==> config.mk <==
export PLATFORM = sky130hd
export DESIGN_NAME = p_flags_unit_flat
export DESIGN_NICKNAME = d
export VERILOG_FILES = /design/src/rtl/p_flags_unit_pkg.sv /design/src/rtl/p_flags_unit_if.sv /design/src/rtl/p_flags_unit_word_seq.sv /design/src/rtl/p_flags_unit.sv /design/src/flat_wrapper.sv
export SDC_FILE = /design/constraint.sdc
export NUM_CORES = 1
export LEC_CHECK = 0
export BUFFER_PORTS_ARGS = -buffer_cell sky130_fd_sc_hd__buf_2
export CAP_MARGIN = 20
export CORE_MARGIN = 2
export CORE_UTILIZATION = 44
export DETAILED_ROUTE_END_ITERATION = 6
export MAX_ROUTING_LAYER = met4
export PLACE_DENSITY = 0.89
export SLEW_MARGIN = 20
export SYNTH_ARGS = -nofsm -noshare
export SYNTH_HDL_FRONTEND = slang
export SYNTH_SLANG_ARGS = --single-unit
==> constraint.sdc <==
create_clock -name clk -period 2.7 [get_ports clk]
set_clock_uncertainty 0.2 [all_clocks]
set_input_delay 0 -clock clk [delete_from_list [all_inputs] [get_ports clk]]
set_output_delay 0 -clock clk [all_outputs]
set_load 0.1 [all_outputs]
==> src/rtl/p_flags_unit_pkg.sv <==
// Shared definitions for the processor status (P) register: flag command
// encodings, P bit positions and the reset image.
package p_flags_unit_pkg;

  typedef enum logic [3:0] {
    FLG_NONE   = 4'd0,
    FLG_NZ     = 4'd1,
    FLG_NZC    = 4'd2,
    FLG_NVZC   = 4'd3,
    FLG_BIT    = 4'd4,
    FLG_PLP    = 4'd5,
    FLG_SEC    = 4'd6,
    FLG_CLC    = 4'd7,
    FLG_SEI    = 4'd8,
    FLG_CLI    = 4'd9,
    FLG_SED    = 4'd10,
    FLG_CLD    = 4'd11,
    FLG_CLV    = 4'd12,
    FLG_INTR   = 4'd13,
    FLG_RSVD_E = 4'd14,
    FLG_RSVD_F = 4'd15
  } flg_op_e;

  typedef enum logic {
    W_IDLE = 1'b0,
    W_LO   = 1'b1
  } word_state_e;

  localparam int P_N = 7;
  localparam int P_V = 6;
  localparam int P_U = 5;
  localparam int P_B = 4;
  localparam int P_D = 3;
  localparam int P_I = 2;
  localparam int P_Z = 1;
  localparam int P_C = 0;

  localparam logic [7:0] P_RESET = 8'h34;

endpackage

==> src/rtl/p_flags_unit_if.sv <==
// Microcode/ALU-facing bus of the P register: per-cycle flag inputs and the
// status outputs fed back to the datapath.
interface p_flags_unit_if;
  import p_flags_unit_pkg::*;

  logic       ready;
  logic [3:0] flag_op;
  logic [7:0] alu_y;
  logic       alu_c;
  logic       alu_v;
  logic       alu_z;
  logic [7:0] db_in;
  logic       word_op;
  logic       word_hi;
  logic       brk_push;
  logic [7:0] p_out;
  logic [7:0] p_push;
  logic       alu_cin;
  logic       dec_mode;

  modport master (
    output ready, flag_op, alu_y, alu_c, alu_v, alu_z, db_in,
           word_op, word_hi, brk_push,
    input  p_out, p_push, alu_cin, dec_mode
  );

  modport slave (
    input  ready, flag_op, alu_y, alu_c, alu_v, alu_z, db_in,
           word_op, word_hi, brk_push,
    output p_out, p_push, alu_cin, dec_mode
  );

endinterface

==> src/rtl/p_flags_unit_word_seq.sv <==
// Two-byte word sequencer: remembers low-byte carry and zero so the high-byte
// cycle can chain carry into the ALU and report zero across the whole word.
module p_word_seq
  import p_flags_unit_pkg::*;
(
  input  logic clk,
  input  logic reset_n,
  input  logic ready,
  input  logic word_op,
  input  logic word_hi,
  input  logic alu_c,
  input  logic alu_z,
  input  logic c_flag,
  output logic hold_p,
  output logic eff_z,
  output logic alu_cin
);

  word_state_e state_q, state_d;
  logic        wc_q, wc_d;
  logic        wz_q, wz_d;

  // A low-byte cycle always (re)starts the word; any other advancing cycle
  // returns to idle, with only a true high-byte cycle folding in the low zero.
  always_comb begin
    state_d = state_q;
    wc_d    = wc_q;
    wz_d    = wz_q;
    hold_p  = 1'b0;
    eff_z   = alu_z;
    if (ready) begin
      if (word_op && !word_hi) begin
        state_d = W_LO;
        wc_d    = alu_c;
        wz_d    = alu_z;
        hold_p  = 1'b1;
      end else begin
        state_d = W_IDLE;
        if (state_q == W_LO && word_op) begin
          eff_z = alu_z & wz_q;
        end
      end
    end
  end

  assign alu_cin = (state_q == W_LO) ? wc_q : c_flag;

  always_ff @(posedge clk) begin
    if (!reset_n) begin
      state_q <= W_IDLE;
      wc_q    <= 1'b0;
      wz_q    <= 1'b0;
    end else begin
      state_q <= state_d;
      wc_q    <= wc_d;
      wz_q    <= wz_d;
    end
  end

endmodule

==> src/rtl/p_flags_unit.sv <==
// Processor status register: commits ALU and data-bus flag results to
// N V D I Z C under microcode command, with the SO pin edge forcing V.
module p_flags_unit
  import p_flags_unit_pkg::*;
#(
  parameter bit         CMOS_INT_CLEARS_D = 1'b1,
  parameter logic [7:0] RESET_P           = P_RESET
) (
  input  logic           clk,
  input  logic           reset_n,
  input  logic           so_n,
  p_flags_unit_if.slave  bus
);

  logic n_flag_q, n_flag_d;
  logic v_flag_q, v_flag_d;
  logic d_flag_q, d_flag_d;
  logic i_flag_q, i_flag_d;
  logic z_flag_q, z_flag_d;
  logic c_flag_q, c_flag_d;
  logic so_q, so_d;
  logic hold_p;
  logic eff_z;
  logic alu_cin;
  flg_op_e op;

  assign op = flg_op_e'(bus.flag_op);

  p_word_seq u_word_seq (
    .clk     (clk),
    .reset_n (reset_n),
    .ready   (bus.ready),
    .word_op (bus.word_op),
    .word_hi (bus.word_hi),
    .alu_c   (bus.alu_c),
    .alu_z   (bus.alu_z),
    .c_flag  (c_flag_q),
    .hold_p  (hold_p),
    .eff_z   (eff_z),
    .alu_cin (alu_cin)
  );

  always_comb begin
    n_flag_d = n_flag_q;
    v_flag_d = v_flag_q;
    d_flag_d = d_flag_q;
    i_flag_d = i_flag_q;
    z_flag_d = z_flag_q;
    c_flag_d = c_flag_q;
    so_d     = so_n;
    if (bus.ready && !hold_p) begin
      unique case (op)
        FLG_NZ: begin
          n_flag_d = bus.alu_y[7];
          z_flag_d = eff_z;
        end
        FLG_NZC: begin
          n_flag_d = bus.alu_y[7];
          z_flag_d = eff_z;
          c_flag_d = bus.alu_c;
        end
        FLG_NVZC: begin
          n_flag_d = bus.alu_y[7];
          z_flag_d = eff_z;
          c_flag_d = bus.alu_c;
          v_flag_d = bus.alu_v;
        end
        FLG_BIT: begin
          n_flag_d = bus.db_in[7];
          v_flag_d = bus.db_in[6];
          z_flag_d = eff_z;
        end
        FLG_PLP: begin
          n_flag_d = bus.db_in[P_N];
          v_flag_d = bus.db_in[P_V];
          d_flag_d = bus.db_in[P_D];
          i_flag_d = bus.db_in[P_I];
          z_flag_d = bus.db_in[P_Z];
          c_flag_d = bus.db_in[P_C];
        end
        FLG_SEC: c_flag_d = 1'b1;
        FLG_CLC: c_flag_d = 1'b0;
        FLG_SEI: i_flag_d = 1'b1;
        FLG_CLI: i_flag_d = 1'b0;
        FLG_SED: d_flag_d = 1'b1;
        FLG_CLD: d_flag_d = 1'b0;
        FLG_CLV: v_flag_d = 1'b0;
        FLG_INTR: begin
          i_flag_d = 1'b1;
          if (CMOS_INT_CLEARS_D) begin
            d_flag_d = 1'b0;
          end
        end
        default: ;
      endcase
    end
    // The SO sampler runs even when stalled, so its edge must act then too.
    if (so_q && !so_n) begin
      v_flag_d = 1'b1;
    end
  end

  always_ff @(posedge clk) begin
    if (!reset_n) begin
      n_flag_q <= RESET_P[P_N];
      v_flag_q <= RESET_P[P_V];
      d_flag_q <= RESET_P[P_D];
      i_flag_q <= RESET_P[P_I];
      z_flag_q <= RESET_P[P_Z];
      c_flag_q <= RESET_P[P_C];
      so_q     <= 1'b1;
    end else begin
      n_flag_q <= n_flag_d;
      v_flag_q <= v_flag_d;
      d_flag_q <= d_flag_d;
      i_flag_q <= i_flag_d;
      z_flag_q <= z_flag_d;
      c_flag_q <= c_flag_d;
      so_q     <= so_d;
    end
  end

  always_comb begin
    bus.p_out      = 8'h00;
    bus.p_out[P_N] = n_flag_q;
    bus.p_out[P_V] = v_flag_q;
    bus.p_out[P_U] = 1'b1;
    bus.p_out[P_B] = 1'b1;
    bus.p_out[P_D] = d_flag_q;
    bus.p_out[P_I] = i_flag_q;
    bus.p_out[P_Z] = z_flag_q;
    bus.p_out[P_C] = c_flag_q;
    bus.p_push     = bus.p_out;
    bus.p_push[P_B] = bus.brk_push;
  end

  assign bus.alu_cin  = alu_cin;
  assign bus.dec_mode = d_flag_q;

endmodule

==> src/flat_wrapper.sv <==
// flat-port wrapper written by rule: the top's interface ports become plain ports
module p_flags_unit_flat import p_flags_unit_pkg::*;
#(
  parameter bit         CMOS_INT_CLEARS_D = 1'b1,
  parameter logic [7:0] RESET_P           = P_RESET
)
  (clk, reset_n, so_n, bus_ready, bus_flag_op, bus_alu_y, bus_alu_c, bus_alu_v, bus_alu_z, bus_db_in, bus_word_op, bus_word_hi, bus_brk_push, bus_p_out, bus_p_push, bus_alu_cin, bus_dec_mode);
  p_flags_unit_if bus_i ();
  input  logic clk;
  input  logic reset_n;
  input  logic so_n;
  input wire logic [$bits(bus_i.ready)-1:0] bus_ready;
  input wire logic [$bits(bus_i.flag_op)-1:0] bus_flag_op;
  input wire logic [$bits(bus_i.alu_y)-1:0] bus_alu_y;
  input wire logic [$bits(bus_i.alu_c)-1:0] bus_alu_c;
  input wire logic [$bits(bus_i.alu_v)-1:0] bus_alu_v;
  input wire logic [$bits(bus_i.alu_z)-1:0] bus_alu_z;
  input wire logic [$bits(bus_i.db_in)-1:0] bus_db_in;
  input wire logic [$bits(bus_i.word_op)-1:0] bus_word_op;
  input wire logic [$bits(bus_i.word_hi)-1:0] bus_word_hi;
  input wire logic [$bits(bus_i.brk_push)-1:0] bus_brk_push;
  output wire logic [$bits(bus_i.p_out)-1:0] bus_p_out;
  output wire logic [$bits(bus_i.p_push)-1:0] bus_p_push;
  output wire logic [$bits(bus_i.alu_cin)-1:0] bus_alu_cin;
  output wire logic [$bits(bus_i.dec_mode)-1:0] bus_dec_mode;
  assign bus_i.ready = bus_ready;
  assign bus_i.flag_op = bus_flag_op;
  assign bus_i.alu_y = bus_alu_y;
  assign bus_i.alu_c = bus_alu_c;
  assign bus_i.alu_v = bus_alu_v;
  assign bus_i.alu_z = bus_alu_z;
  assign bus_i.db_in = bus_db_in;
  assign bus_i.word_op = bus_word_op;
  assign bus_i.word_hi = bus_word_hi;
  assign bus_i.brk_push = bus_brk_push;
  assign bus_p_out = bus_i.p_out;
  assign bus_p_push = bus_i.p_push;
  assign bus_alu_cin = bus_i.alu_cin;
  assign bus_dec_mode = bus_i.dec_mode;
  p_flags_unit #(.CMOS_INT_CLEARS_D(CMOS_INT_CLEARS_D), .RESET_P(RESET_P)) u_core (.clk(clk), .reset_n(reset_n), .so_n(so_n), .bus(bus_i));
endmodule
After elaboration in Yosys (flattened, before gate mapping). Index checks and enable logic that the tools add are counted.

Register bits after elaboration: 10. Input bits: 30. Logic and storage cells: 65.

Reductions and logical operators: 27. Equal/unequal tests: 13. Bitwise operators: 1. Multiplexer cells: 14.

Operators with widths (number): equality test 4 bit (second input constant) (6); equality test 4 x 3 -> 1 bit (second input constant) (4); AND reduction 2 bit (7); one-hot mux 1 bit (3 select lines) (3); equality test 4 x 2 -> 1 bit (second input constant) (2); two-way mux 1 bit (8); nonzero test 4 bit (2); OR reduction 2 bit (4); nonzero test 2 bit (3); nonzero test 3 bit (2); equality test 4 x 1 -> 1 bit (second input constant) (1); logical AND 1 bit (4); one-hot mux 1 bit (2 select lines) (2); one-hot mux 1 bit (4 select lines) (1); OR reduction 4 bit (1); zero test 1 bit (3); OR reduction 3 bit (1); bitwise AND 1 bit (1).

Depth between registers and ports, before layout.
Depth in word-level cells: 8. Mapped depth: 5.

Hierarchy. Synthesis repeated with hierarchy kept, for this count alone.

Cell total of the unflattened synthesis: 88. Area, all modules: 794.5 um2.

Modules (own cells, without submodules): p_flags_unit (cells an instance 72, seq. area each 140.1 um2, area an instance 646.9 um2, instances 1); p_word_seq (cells an instance 16, seq. area each 60.1 um2, area an instance 147.6 um2, instances 1).

Worst setup path before layout. Ideal clock, no wire load.

Path type: register to output. Start point: register u_core.d_flag_q, in the netlist u_core.bus.dec_mode. End point: output bus_p_out[3]. Cell stages (with the launch flop): 2. Arrival time: 1.386 ns. Slack: 1.114 ns. Path through: dfxtp_1 > buf_4.

RTL lines: from (decl) (line p_flags_unit.sv:17) `logic d_flag_q, d_flag_d;`; from (signal assigned) (line p_flags_unit.sv:107) `d_flag_q <= RESET_P[P_D];`; from (signal assigned) (line p_flags_unit.sv:115) `d_flag_q <= d_flag_d;`; to (decl) (line flat_wrapper.sv:22) `output wire logic [$bits(bus_i.p_out)-1:0] bus_p_out;`.

No word-level cell between the ends.

Worst setup path after layout.
Start point: input bus_ready. End point: register u_core.u_word_seq.wz_q.

Longest elaborated chain between the ends: 1.

RTL lines: from (decl) (line flat_wrapper.sv:12) `input wire logic [$bits(bus_i.ready)-1:0] bus_ready;`; AND reduction 2 bit (no source line); to (signal assigned) (line p_flags_unit_word_seq.sv:56) `wz_q <= wz_d;`; to (decl) (line p_flags_unit_word_seq.sv:21) `logic wz_q, wz_d;`.

Every way passes these cells. A chain may end at the register's enable or synchronous reset.

==> impl_results.html <==
<table>
<tr><th>Metric</th><th>Value</th></tr>
<tr><th colspan="2">Detailed routing</th></tr>
<tr><td>Post-detailed-routing wire length</td><td>1871 µm</td></tr>
<tr><td>DRC errors left</td><td>0</td></tr>
<tr><td>Starting DRC count in detailed routing</td><td>21</td></tr>
<tr><td>Routed via count</td><td>803</td></tr>
<tr><td>Vias per std cell</td><td>5.248</td></tr>
<tr><td>Residual antenna-violating net count after detailed routing</td><td>0</td></tr>
<tr><td>Drt pass-1 iters</td><td>4</td></tr>
<tr><td>Routed wirelength normalized by instance count</td><td>12.23 µm</td></tr>
<tr><th colspan="2">Worst setup path</th></tr>
<tr><td>Crit end category</td><td>register</td></tr>
<tr><td>Worst setup SP type</td><td>input port</td></tr>
<tr><td>Launch point of the worst path</td><td>bus_ready</td></tr>
<tr><td>Beginning of the worst register-to-register path</td><td>u_core.so_q</td></tr>
<tr><td>Worst Reg2Reg Path Length in Cells</td><td>4</td></tr>
<tr><td>Peak fanout along the critical path</td><td>9</td></tr>
<tr><td>Arr. time, crit path</td><td>2.05 ns</td></tr>
<tr><td>Worst endpoint required time</td><td>2.73 ns</td></tr>
<tr><td>Kind of critical path</td><td>input port to register</td></tr>
<tr><th colspan="2">Global routing</th></tr>
<tr><td>Antenna violations before repair</td><td>0</td></tr>
<tr><td>Via count of the first global-routing pass</td><td>711</td></tr>
<tr><td>GRT Resource Usage Total</td><td>20.12%</td></tr>
<tr><td>Overall overflow remaining after global route</td><td>0</td></tr>
<tr><td>Largest net degree at the start of global routing</td><td>15</td></tr>
<tr><td>First-pass GRT wire length</td><td>2877 µm</td></tr>
<tr><th colspan="2">STA</th></tr>
<tr><td>Least-Margin Pin Slew</td><td>0.9662 ns</td></tr>
<tr><td>Total negative slack for setup checks</td><td>0 ns</td></tr>
<tr><td>Final-report max-slew violation count</td><td>0</td></tr>
<tr><td>Unrepaired setup endpoints after global routing</td><td>false</td></tr>
<tr><td>Highest clock frequency the design can meet</td><td>495.7 MHz</td></tr>
<tr><td>Final worst path period share</td><td>74.72%</td></tr>
<tr><td>Period minus WS final</td><td>2.018 ns</td></tr>
<tr><td>Setup violators final</td><td>0</td></tr>
<tr><td>Final hold violation count</td><td>0</td></tr>
<tr><td>Slew headroom</td><td>35.37%</td></tr>
<tr><th colspan="2">Power</th></tr>
<tr><td>Cell Pwr Density</td><td>478.5 mW/mm²</td></tr>
<tr><td>Power after layout</td><td>0.0005094 W</td></tr>
<tr><td>Reported leakage power</td><td>0.4953 nW</td></tr>
<tr><td>Max VDD drop</td><td>320.1 µV</td></tr>
<tr><th colspan="2">Synth</th></tr>
<tr><td>Syn Area/Cell</td><td>7.791 µm²</td></tr>
<tr><td>Number of unique standard cell types used by synthesis</td><td>35</td></tr>
<tr><td>Leading register cell type out of synthesis</td><td>sky130_fd_sc_hd__dfxtp_1</td></tr>
<tr><td>Share of the yosys chip area belonging to registers</td><td>26.49%</td></tr>
<tr><td>Cell types with the largest area share after synthesis</td><td>sky130_fd_sc_hd__dfxtp_1 26%, sky130_fd_sc_hd__buf_4 16%, sky130_fd_sc_hd__nand2_1 6.0%</td></tr>
<tr><td>Cell area after technology mapping</td><td>755.7 µm²</td></tr>
<tr><td>Warnings, synthesis</td><td>0</td></tr>
<tr><td>Post-synth EDFFs</td><td>0</td></tr>
<tr><td>Cells after Synth</td><td>97</td></tr>
<tr><td>Flip-flop and latch count after synthesis</td><td>10</td></tr>
<tr><td>Leading cell types by count after synthesis</td><td>16 x sky130_fd_sc_hd__buf_4, 12 x sky130_fd_sc_hd__nand2_1, 10 x sky130_fd_sc_hd__dfxtp_1</td></tr>
<tr><td>Most frequent cell after synthesis</td><td>sky130_fd_sc_hd__buf_4</td></tr>
<tr><td>Async set-reset flop share out of synthesis</td><td>0%</td></tr>
<tr><td>Area share of the largest cell type after synthesis</td><td>26.49%</td></tr>
<tr><td>Library cell with the largest summed area after synthesis</td><td>sky130_fd_sc_hd__dfxtp_1</td></tr>
<tr><th colspan="2">Placement</th></tr>
<tr><td>Cell area after placement</td><td>808.3 µm²</td></tr>
<tr><td>Count of port buffers added during placement</td><td>33</td></tr>
<tr><td>HPWL Detailed</td><td>1185 µm</td></tr>
<tr><td>RePlAce Congestion</td><td>0.7738</td></tr>
<tr><td>Cell count after placement</td><td>127</td></tr>
<tr><th colspan="2">Worst hold path</th></tr>
<tr><td>Type of the worst min-delay path</td><td>input port to register</td></tr>
<tr><td>Hold_sp</td><td>bus_flag_op[1]</td></tr>
<tr><td>Hold-critical path depth</td><td>4</td></tr>
<tr><th colspan="2">Clocking</th></tr>
<tr><td>CTS tree</td><td>done</td></tr>
<tr><td>Largest buffer count on any clock path</td><td>2</td></tr>
<tr><td>Total number of H-tree levels</td><td>1</td></tr>
<tr><td>Worst-path clk slew</td><td>0.08 ns</td></tr>
<tr><td>Clk Tree Root Cell</td><td>sky130_fd_sc_hd__clkbuf_4</td></tr>
<tr><td>Number of buffers created by CTS</td><td>3</td></tr>
<tr><td>Sinks on the clock net</td><td>10</td></tr>
<tr><td>Clock Latency Late Sink</td><td>0.27 ns</td></tr>
<tr><td>Number of buffers inserted by post-CTS setup repair</td><td>0</td></tr>
<tr><th colspan="2">Die</th></tr>
<tr><td>Die width</td><td>45.45 µm</td></tr>
<tr><td>Number of placement rows</td><td>14</td></tr>
<tr><td>Vert. Die Dim</td><td>45.45 µm</td></tr>
<tr><td>Initial Utilization</td><td>48.48%</td></tr>
<tr><td>Placeable Area</td><td>0.001559 mm²</td></tr>
<tr><td>I/O pin count</td><td>48</td></tr>
<tr><td>Die area</td><td>0.002065 mm²</td></tr>
<tr><th colspan="2">Layout</th></tr>
<tr><td>Area growth syn-to-layout</td><td>40.89%</td></tr>
<tr><td>Fin util</td><td>68.30%</td></tr>
<tr><td>Antenna fix cells</td><td>0</td></tr>
<tr><td>Area used by multi-input combinational logic</td><td>415.4 µm²</td></tr>
<tr><td>Combined flip-flop and latch cell area</td><td>200.2 µm²</td></tr>
<tr><td>Non-filler instance count after layout</td><td>153</td></tr>
<tr><td>Post-route cell area</td><td>0.001065 mm²</td></tr>
<tr><td>Net count, final</td><td>168</td></tr>
<tr><td>Share of cells above drive strength 1</td><td>30.66%</td></tr>
<tr><td>Fill count</td><td>119</td></tr>
<tr><th colspan="2">Outcome</th></tr>
<tr><td>Status</td><td>completed</td></tr>
<tr><th colspan="2">Job</th></tr>
<tr><td>Max-cap viol count</td><td>0</td></tr>
</table>
metal layers:
layer  up-vias  share of wire, %  track usage, %
met1       364                43           22.14
met5         -                 0               -
met2        31                50           33.80
met4         0              0.86           5.882
met3         4               5.6           7.143
li1        404                 -               -
cell type report:
cell class              instances  share of cell area (%)
clock buffers                   4                   3.408
inverters                       2                  0.7051
multi-input cells              66                   39.01
flip-flops and latches         10                   18.80
well taps                      16                   1.880
repair buffers                 55                   36.19
registers in the layout, summed over array words and instances, names as in the netlist:
signal                     count
u_core.z_flag_q                1
u_core.v_flag_q                1
u_core.i_flag_q                1
u_core.c_flag_q                1
u_core.u_word_seq.wc_q         1
u_core.u_word_seq.state_q      1
u_core.so_q                    1
u_core.bus.dec_mode            1
u_core.u_word_seq.wz_q         1
u_core.n_flag_q                1
path summary, 6_finish.rpt:
path / endpoint / slack, ns
max: u_core.u_word_seq.wz_q / 0.68
min: u_core.bus.dec_mode / 0.02
max reg2reg: u_core.v_flag_q / 0.80
min reg2reg: u_core.bus.dec_mode / 0.30
cell families after synthesis:
group,after synthesis,synth area share (%)
and+or+nand+nor,35,24.17
DFF,10,26.49
other,1,0.4962
AOI/OAI and AO/OA,24,23.84
muxes,4,5.464
buffers and inverters,23,19.54
cells in the final DEF (no fill, tap or decap), drive strengths merged, types with 2 or more instances in the layout:
cell,netlist,routed
conb,1,3
a31o,2,2
nand2,12,12
a32oi,2,2
buf,18,33
nand2b,4,4
inv,2,2
nand3,3,3
nor3,3,3
a21boi,3,3
dlygate4sd3,0,22
nor2b,4,4
mux2i,3,3
dfxtp,10,10
o21ai,6,6
a21oi,4,4
nor2,2,2
clkbuf,3,4
report_power, final:
part / switching [W] / internal [W] / total (W)
registers: 0.00000454 / 0.000155 / 0.000160
clock network: 0.0000613 / 0.0000821 / 0.000143
logic: 0.000148 / 0.0000583 / 0.000206
total: 0.000214 / 0.000296 / 0.000509
stage by stage:
| step | setup WS [ns] | hold WS, ns |
|---|---|---|
| after CTS | 0.7099 | 0.01987 |
| final | 0.6825 | 0.02148 |
| after global placement | 1.239 | -0.1983 |
| after detailed placement | 1.213 | -0.1983 |
| after floorplan | 1.114 | -0.09853 |
| after global routing | 0.5256 | 0.06069 |
worst max-delay path, stage by stage:
cell and delay (ns):
sky130_fd_sc_hd__dlygate4sd3_1 0.51, sky130_fd_sc_hd__buf_2 0.18, sky130_fd_sc_hd__nand3_1 0.08, sky130_fd_sc_hd__dlygate4sd3_1 0.57
sky130_fd_sc_hd__a21boi_0 0.13, sky130_fd_sc_hd__dlygate4sd3_1 0.56
repair_timing:
| action | in CTS | in global routing |
|---|---|---|
| hold endpoints to repair | 11 | 0 |
| hold buffers | 22 | 0 |
| resized for setup | 0 | 0 |
No activity file was read; power rests on OpenSTA's default activity.
